File: src/rtl/seq_reduce_pkg.sv
// Shared definitions for the sequential bitwise reducer: mode encodings, FSM states,
// the internal operator type and the raw-mode to operator mapping.
// Optional XOR support is compiled in only when SEQ_REDUCE_XOR_EN is defined.
package seq_reduce_pkg;

    localparam logic [1:0] MODE_OR  = 2'b00;
    localparam logic [1:0] MODE_AND = 2'b01;
    localparam logic [1:0] MODE_XOR = 2'b10;

    typedef enum logic [1:0] {
        S_IDLE,
        S_ACC,
        S_DONE
    } state_e;

    typedef enum logic [1:0] {
        OP_OR,
        OP_AND,
        OP_XOR
    } op_e;

    // Reserved mode (and XOR when the feature is compiled out) falls back to OR.
    function automatic op_e mode_to_op(input logic [1:0] mode);
        op_e op;
        op = OP_OR;
        if (mode == MODE_AND) begin
            op = OP_AND;
        end
`ifdef SEQ_REDUCE_XOR_EN
        if (mode == MODE_XOR) begin
            op = OP_XOR;
        end
`endif
        return op;
    endfunction

endpackage

File: src/rtl/word_reducer.sv
// Combinational word combiner: y = a op b, plus the scalar reduction of y with the same op.
// XOR path exists only when SEQ_REDUCE_XOR_EN is defined.
module word_reducer
    import seq_reduce_pkg::*;
#(
    parameter int unsigned W = 8
) (
    input  logic [W-1:0] a_i,
    input  logic [W-1:0] b_i,
    input  op_e          op_i,
    output logic [W-1:0] y_o,
    output logic         red_o
);

    // Word-wide combine of the two operands.
    always_comb begin
        y_o = a_i | b_i;
        case (op_i)
            OP_AND: y_o = a_i & b_i;
`ifdef SEQ_REDUCE_XOR_EN
            OP_XOR: y_o = a_i ^ b_i;
`endif
            default: y_o = a_i | b_i;
        endcase
    end

    // Collapse the combined word to one bit with the same operator.
    always_comb begin
        red_o = |y_o;
        case (op_i)
            OP_AND: red_o = &y_o;
`ifdef SEQ_REDUCE_XOR_EN
            OP_XOR: red_o = ^y_o;
`endif
            default: red_o = |y_o;
        endcase
    end

endmodule

File: src/rtl/seq_reduce_acc.sv
// Sequential frame reducer: accumulates up to BEATS words with OR/AND (optionally XOR)
// and presents the registered vector, its one-bit reduction and the beat count.
// Define SEQ_REDUCE_XOR_EN to enable mode 2'b10 as XOR; otherwise it behaves as OR.
module seq_reduce_acc
    import seq_reduce_pkg::*;
#(
    parameter int unsigned   W     = 8,
    parameter int unsigned   BEATS = 4,
    localparam int unsigned  CW    = $clog2(BEATS + 1)
) (
    input  logic          clk_i,
    input  logic          rst_i,
    input  logic [1:0]    mode_i,
    input  logic          in_valid_i,
    output logic          in_ready_o,
    input  logic [W-1:0]  in_data_i,
    input  logic          in_last_i,
    output logic          out_valid_o,
    input  logic          out_ready_i,
    output logic [W-1:0]  out_vec_o,
    output logic          out_bit_o,
    output logic [CW-1:0] out_count_o
);

    state_e        state_q, state_d;
    logic [W-1:0]  acc_q, acc_d;
    logic [CW-1:0] cnt_q, cnt_d;
    op_e           op_q, op_d;
    logic          out_valid_q, out_valid_d;
    logic [W-1:0]  out_vec_q, out_vec_d;
    logic          out_bit_q, out_bit_d;
    logic [CW-1:0] out_count_q, out_count_d;

    logic          accept;
    op_e           first_op;
    op_e           step_op;
    logic [W-1:0]  step_a;
    logic [W-1:0]  step_vec;
    logic          step_red;
    logic [CW-1:0] cnt_inc;

    assign in_ready_o = (state_q != S_DONE);
    assign accept     = in_valid_i && in_ready_o;
    assign first_op   = mode_to_op(mode_i);
    assign cnt_inc    = cnt_q + CW'(1);

    // On the first beat combine with the operator identity so the same reducer both loads
    // the accumulator and yields the correct whole-frame bit for single-beat frames.
    always_comb begin
        step_op = op_q;
        step_a  = acc_q;
        if (state_q == S_IDLE) begin
            step_op = first_op;
            step_a  = (first_op == OP_AND) ? {W{1'b1}} : {W{1'b0}};
        end
    end

    word_reducer #(
        .W (W)
    ) u_step (
        .a_i   (step_a),
        .b_i   (in_data_i),
        .op_i  (step_op),
        .y_o   (step_vec),
        .red_o (step_red)
    );

    // Next-state and result-register logic.
    always_comb begin
        state_d     = state_q;
        acc_d       = acc_q;
        cnt_d       = cnt_q;
        op_d        = op_q;
        out_valid_d = out_valid_q;
        out_vec_d   = out_vec_q;
        out_bit_d   = out_bit_q;
        out_count_d = out_count_q;
        case (state_q)
            S_IDLE: begin
                if (accept) begin
                    acc_d = step_vec;
                    cnt_d = CW'(1);
                    op_d  = first_op;
                    if (in_last_i || (BEATS == 1)) begin
                        state_d     = S_DONE;
                        out_valid_d = 1'b1;
                        out_vec_d   = step_vec;
                        out_bit_d   = step_red;
                        out_count_d = CW'(1);
                    end else begin
                        state_d = S_ACC;
                    end
                end
            end
            S_ACC: begin
                if (accept) begin
                    acc_d = step_vec;
                    cnt_d = cnt_inc;
                    if (in_last_i || (cnt_inc == CW'(BEATS))) begin
                        state_d     = S_DONE;
                        out_valid_d = 1'b1;
                        out_vec_d   = step_vec;
                        out_bit_d   = step_red;
                        out_count_d = cnt_inc;
                    end
                end
            end
            S_DONE: begin
                if (out_ready_i) begin
                    out_valid_d = 1'b0;
                    state_d     = S_IDLE;
                    cnt_d       = '0;
                end
            end
            default: state_d = S_IDLE;
        endcase
    end

    // State and result registers with synchronous reset.
    always_ff @(posedge clk_i) begin
        if (rst_i) begin
            state_q     <= S_IDLE;
            acc_q       <= '0;
            cnt_q       <= '0;
            op_q        <= OP_OR;
            out_valid_q <= 1'b0;
            out_vec_q   <= '0;
            out_bit_q   <= 1'b0;
            out_count_q <= '0;
        end else begin
            state_q     <= state_d;
            acc_q       <= acc_d;
            cnt_q       <= cnt_d;
            op_q        <= op_d;
            out_valid_q <= out_valid_d;
            out_vec_q   <= out_vec_d;
            out_bit_q   <= out_bit_d;
            out_count_q <= out_count_d;
        end
    end

    assign out_valid_o = out_valid_q;
    assign out_vec_o   = out_vec_q;
    assign out_bit_o   = out_bit_q;
    assign out_count_o = out_count_q;

endmodule

File: config.mk
export PLATFORM = sky130hd
export DESIGN_NAME = seq_reduce_acc
export DESIGN_NICKNAME = d
export VERILOG_FILES = /design/src/rtl/seq_reduce_pkg.sv /design/src/rtl/word_reducer.sv /design/src/rtl/seq_reduce_acc.sv
export SDC_FILE = /design/constraint.sdc
export NUM_CORES = 1
export LEC_CHECK = 0
export CORE_ASPECT_RATIO = 0.6
export CORE_MARGIN = 1
export CORE_UTILIZATION = 29
export DETAILED_ROUTE_END_ITERATION = 6
export PLACE_DENSITY = 0.54
export SETUP_SLACK_MARGIN = 0.5
export SYNTH_ARGS = -nofsm -noshare
export SYNTH_HDL_FRONTEND = slang
export SYNTH_SLANG_ARGS = --single-unit
export TNS_END_PERCENT = 50
File: constraint.sdc
create_clock -name clk_i -period 3.7 [get_ports clk_i]
set_input_delay 0.925 -clock clk_i [delete_from_list [all_inputs] [get_ports clk_i]]
set_output_delay 0.925 -clock clk_i [all_outputs]
set_load 0.05 [all_outputs]
==> insert_results.sql <==
INSERT INTO impl_metrics (metric_group, metric, value, unit) VALUES
('cts', 'cts.root.buffer_cell', 'clkbuf_8', ''),
('setup_path', 'regToRegSetupSlack', '1.20', 'ns'),
('detailed_routing', 'wire_per_inst', '14.4', 'µm'),
('detailed_routing', 'drcViolationCount', '0', ''),
('cts', 'cts.clk_slew.worst_paths', '0.09', 'ns'),
('detailed_routing', 'routed_via_density', '5.23', ''),
('floorplan', 'design.core.area', '5100', 'µm²'),
('sta', 'grt_setup_unrepaired', 'false', ''),
('setup_path', 'critPathLaunchType', 'flop', ''),
('detailed_routing', 'finalWirelength', '4.08', 'mm'),
('logic_synthesis', 'ys_warn_count', '0', ''),
('floorplan', 'starting_density_of_the_core', '0.304', ''),
('setup_path', 'cp.required', '2.77', 'ns'),
('setup_path', 'worst-r2r-cell-count', '7', ''),
('cts', 'inserted_clock_buffers', '3', ''),
('grt', 'global_route_wire_length_before_repair', '6.47', 'mm'),
('placement', 'hpwlAfterDp', '3.09', 'mm'),
('grt', 'use_met1', '0.251', ''),
('setup_path', 'critical_path_depth', '4', ''),
('setup_path', 'cp_num_buf_inv', '3', ''),
('setup_path', 'crit_fanout', '5', ''),
('grt', 'overflow', '0', ''),
('sta', 'final_min_period_over_clock_period', '0.778', ''),
('cts', 'ctsResizeCount', '0', ''),
('cts', 'ctsHtreeMaxLevel', '1', ''),
('logic_synthesis', 'syn_avg_cell_area', '7.97', 'µm²'),
('final_layout', 'area_delta_synth_final', '23.8', '%'),
('placement', 'globalplace.congestion', '0.785', ''),
('cts', 'post_cts.repair.setup_buffers', '0', ''),
('setup_path', 'crit-reg2reg-capture', 'out_bit_o', ''),
('cts', 'cts.sinks', '27', ''),
('cts', 'clkLatencyLatePin', '0.28', 'ns'),
('sta', 'holdWs', '0.484', 'ns'),
('outcome', 'status', 'finished, final reports clean', ''),
('sta', 'finalHoldViolations', '0', ''),
('sta', 'finClkSkew', '0.00525', 'ns'),
('sta', 'max_freq', '0.347', 'GHz'),
('sta', 'fin_tns_setup', '0', 'ns'),
('cts', 'cts.hold.buffers_added', '0', ''),
('setup_path', 'crit_path_end_kind', 'primary output', ''),
('min_path', 'worst_hold_path_type', 'reg -> reg', ''),
('floorplan', 'pin_count', '29', ''),
('logic_synthesis', 'ys_async_sr_fraction', '0', ''),
('sta', 'tightestPinTransition', '0.781', 'ns'),
('placement', 'io_buffer_count', '28', ''),
('setup_path', 'critical_path.endpoint', 'in_ready_o', ''),
('logic_synthesis', 'mappedNetlistNets', '216', ''),
('logic_synthesis', 'synth.yosys.seq_area_share', '0.348', ''),
('grt', 'number_of_global_route_vias_before_repair', '1266', ''),
('power_and_ir_drop', 'vdd_ir_drop_max', '268', 'µV'),
('grt', 'use_met3', '0.0426', ''),
('cts', 'cts_buffer_depth', '2', ''),
('setup_path', 'timing.critical_path.slowest_stage_cell', 'clkdlybuf4s50_1', ''),
('final_layout', 'layout.cells.most_common_list', '37 x nor2_1, 28 x clkdlybuf4s50_1, 27 x dfxtp_1', ''),
('setup_path', 'critPathMostFrequentCell', 'inv_1', ''),
('grt', 'use_met2', '0.193', ''),
('power_and_ir_drop', 'total_leakage_power', '0.687', 'nW'),
('sta', 'fin_crit', '2.88', 'ns'),
('final_layout', 'antenna_cells_inserted', '0', ''),
('setup_path', 'worst_path_dominant_cell_family', 'buffers and inverters', ''),
('flow_run', 'cap_viol_max_count', '0', ''),
('logic_synthesis', 'post_synth_num_cell_types', '41', ''),
('grt', 'grt_start_max_net_pins', '17', ''),
('final_layout', 'layout_commonest_cell', 'nor2_1', ''),
('sta', 'slew-limit-headroom', '0.476', ''),
('setup_path', 'rr_startpoint', 'state_q[0]', ''),
('floorplan', 'fp.dieH', '58.7', 'µm'),
('setup_path', 'crit_arrival', '1.95', 'ns'),
('sta', 'final_max_slew_viol_count', '0', ''),
('setup_path', 'cells_traversed_along_the_worst_timing_path', 'inv_1 > ha_1 > inv_1 > clkdlybuf4s50_1', ''),
('setup_path', 'slowest_delay', '0.81', 'ns');
==> logic make-up (layout without fill, tap and decap cells) <==
group | Yosys count | in the layout | synth area share
AND/OR/NAND/NOR | 76 | 76 | 0.234
multiplexers | 4 | 4 | 0.0258
AO/OA/AOI/OAI | 62 | 62 | 0.278
buffers and inverters | 19 | 41 | 0.0555
flip-flops | 27 | 27 | 0.348
adder cells (fa/ha/maj) | 6 | 6 | 0.0483
XOR/XNOR | 1 | 1 | 0.0105
==> registers in the layout, summed over array words and instances (netlist names) <==
name / count
out_valid_o: 1
out_count_o: 3
out_bit_o: 1
op_q: 1
state_q: 2
cnt_q: 3
acc_q: 8
out_vec_o: 8
==> worst min-delay path by stage <==
stage / startpoint / endpoint / slack [ns] / cells after the start
floorplan: acc_q[4] / acc_q[4] / 0.46 / 2
global placement: out_count_o[1] / out_count_o[1] / 0.46 / 2
detailed placement: out_count_o[2] / out_count_o[2] / 0.47 / 2
CTS: out_count_o[2] / out_count_o[2] / 0.49 / 2
global route: out_count_o[1] / out_count_o[1] / 0.51 / 2
finish: out_count_o[1] / out_count_o[1] / 0.48 / 2
==> through the flow <==
stage          utilization  worst slack (ns)  power (mW)  cells  area [µm²]
2_1_floorplan            -              1.57       0.950    195        1550
3_3_place_gp         0.367             0.916        1.15    279        1880
3_5_place_dp         0.367             0.921        1.15    279        1880
4_1_cts              0.377             0.780        1.33    283        1920
5_1_grt              0.377             0.715        1.42    283        1920
6_report             0.377             0.821        1.32    283        1920
==> power by group <==
group | switching, mW | internal (mW)
logic | 0.468 | 0.262
clock network | 0.0987 | 0.0766
registers | 0.0608 | 0.355
total | 0.628 | 0.693
==> cell usage after synthesis, types with 2 or more instances <==
library cell,n,area [µm²]
a211oi_1,3,22.5
a21o_1,2,15.0
a21oi_1,23,115
a22o_1,2,17.5
a22oi_1,4,30.0
a311oi_1,3,26.3
a32o_1,2,20.0
a32oi_1,2,17.5
buf_2,5,25.0
clkbuf_1,6,22.5
dfxtp_1,27,541
ha_1,6,75.1
inv_1,6,22.5
mux2i_1,4,40.0
nand2_1,7,26.3
nand3_1,5,25.0
nand4_1,2,12.5
nor2_1,37,139
nor2b_1,2,12.5
nor3_1,12,60.1
nor4_1,4,25.0
o21a_1,2,15.0
o21ai_0,6,30.0
o21bai_1,4,30.0
o2bb2ai_1,3,26.3
==> tightest hold or removal path, cell delays in order, from the launching register on <==
cell and delay [ns]:
dfxtp_1 0.33, nand2_1 0.05, a21oi_1 0.06
==> metal layers <==
metal | part of all wire | vias up | routed length (µm)
met5 | 0 | - | 0
met4 | 0.0051 | 0 | 21
met3 | 0.042 | 4 | 171
met2 | 0.36 | 30 | 1450
met1 | 0.60 | 691 | 2440
li1 | - | 754 | -
==> area by class of cell <==
cell class	instances	area, µm²
clock buffers	3	41.3
clock inverters	1	7.51
fillers	539	3180
inverters	6	22.5
multi-input cells	149	927
flip-flops and latches	27	541
well taps	66	82.6
repair buffers	31	303
No activity file was read; power rests on OpenSTA's default activity.
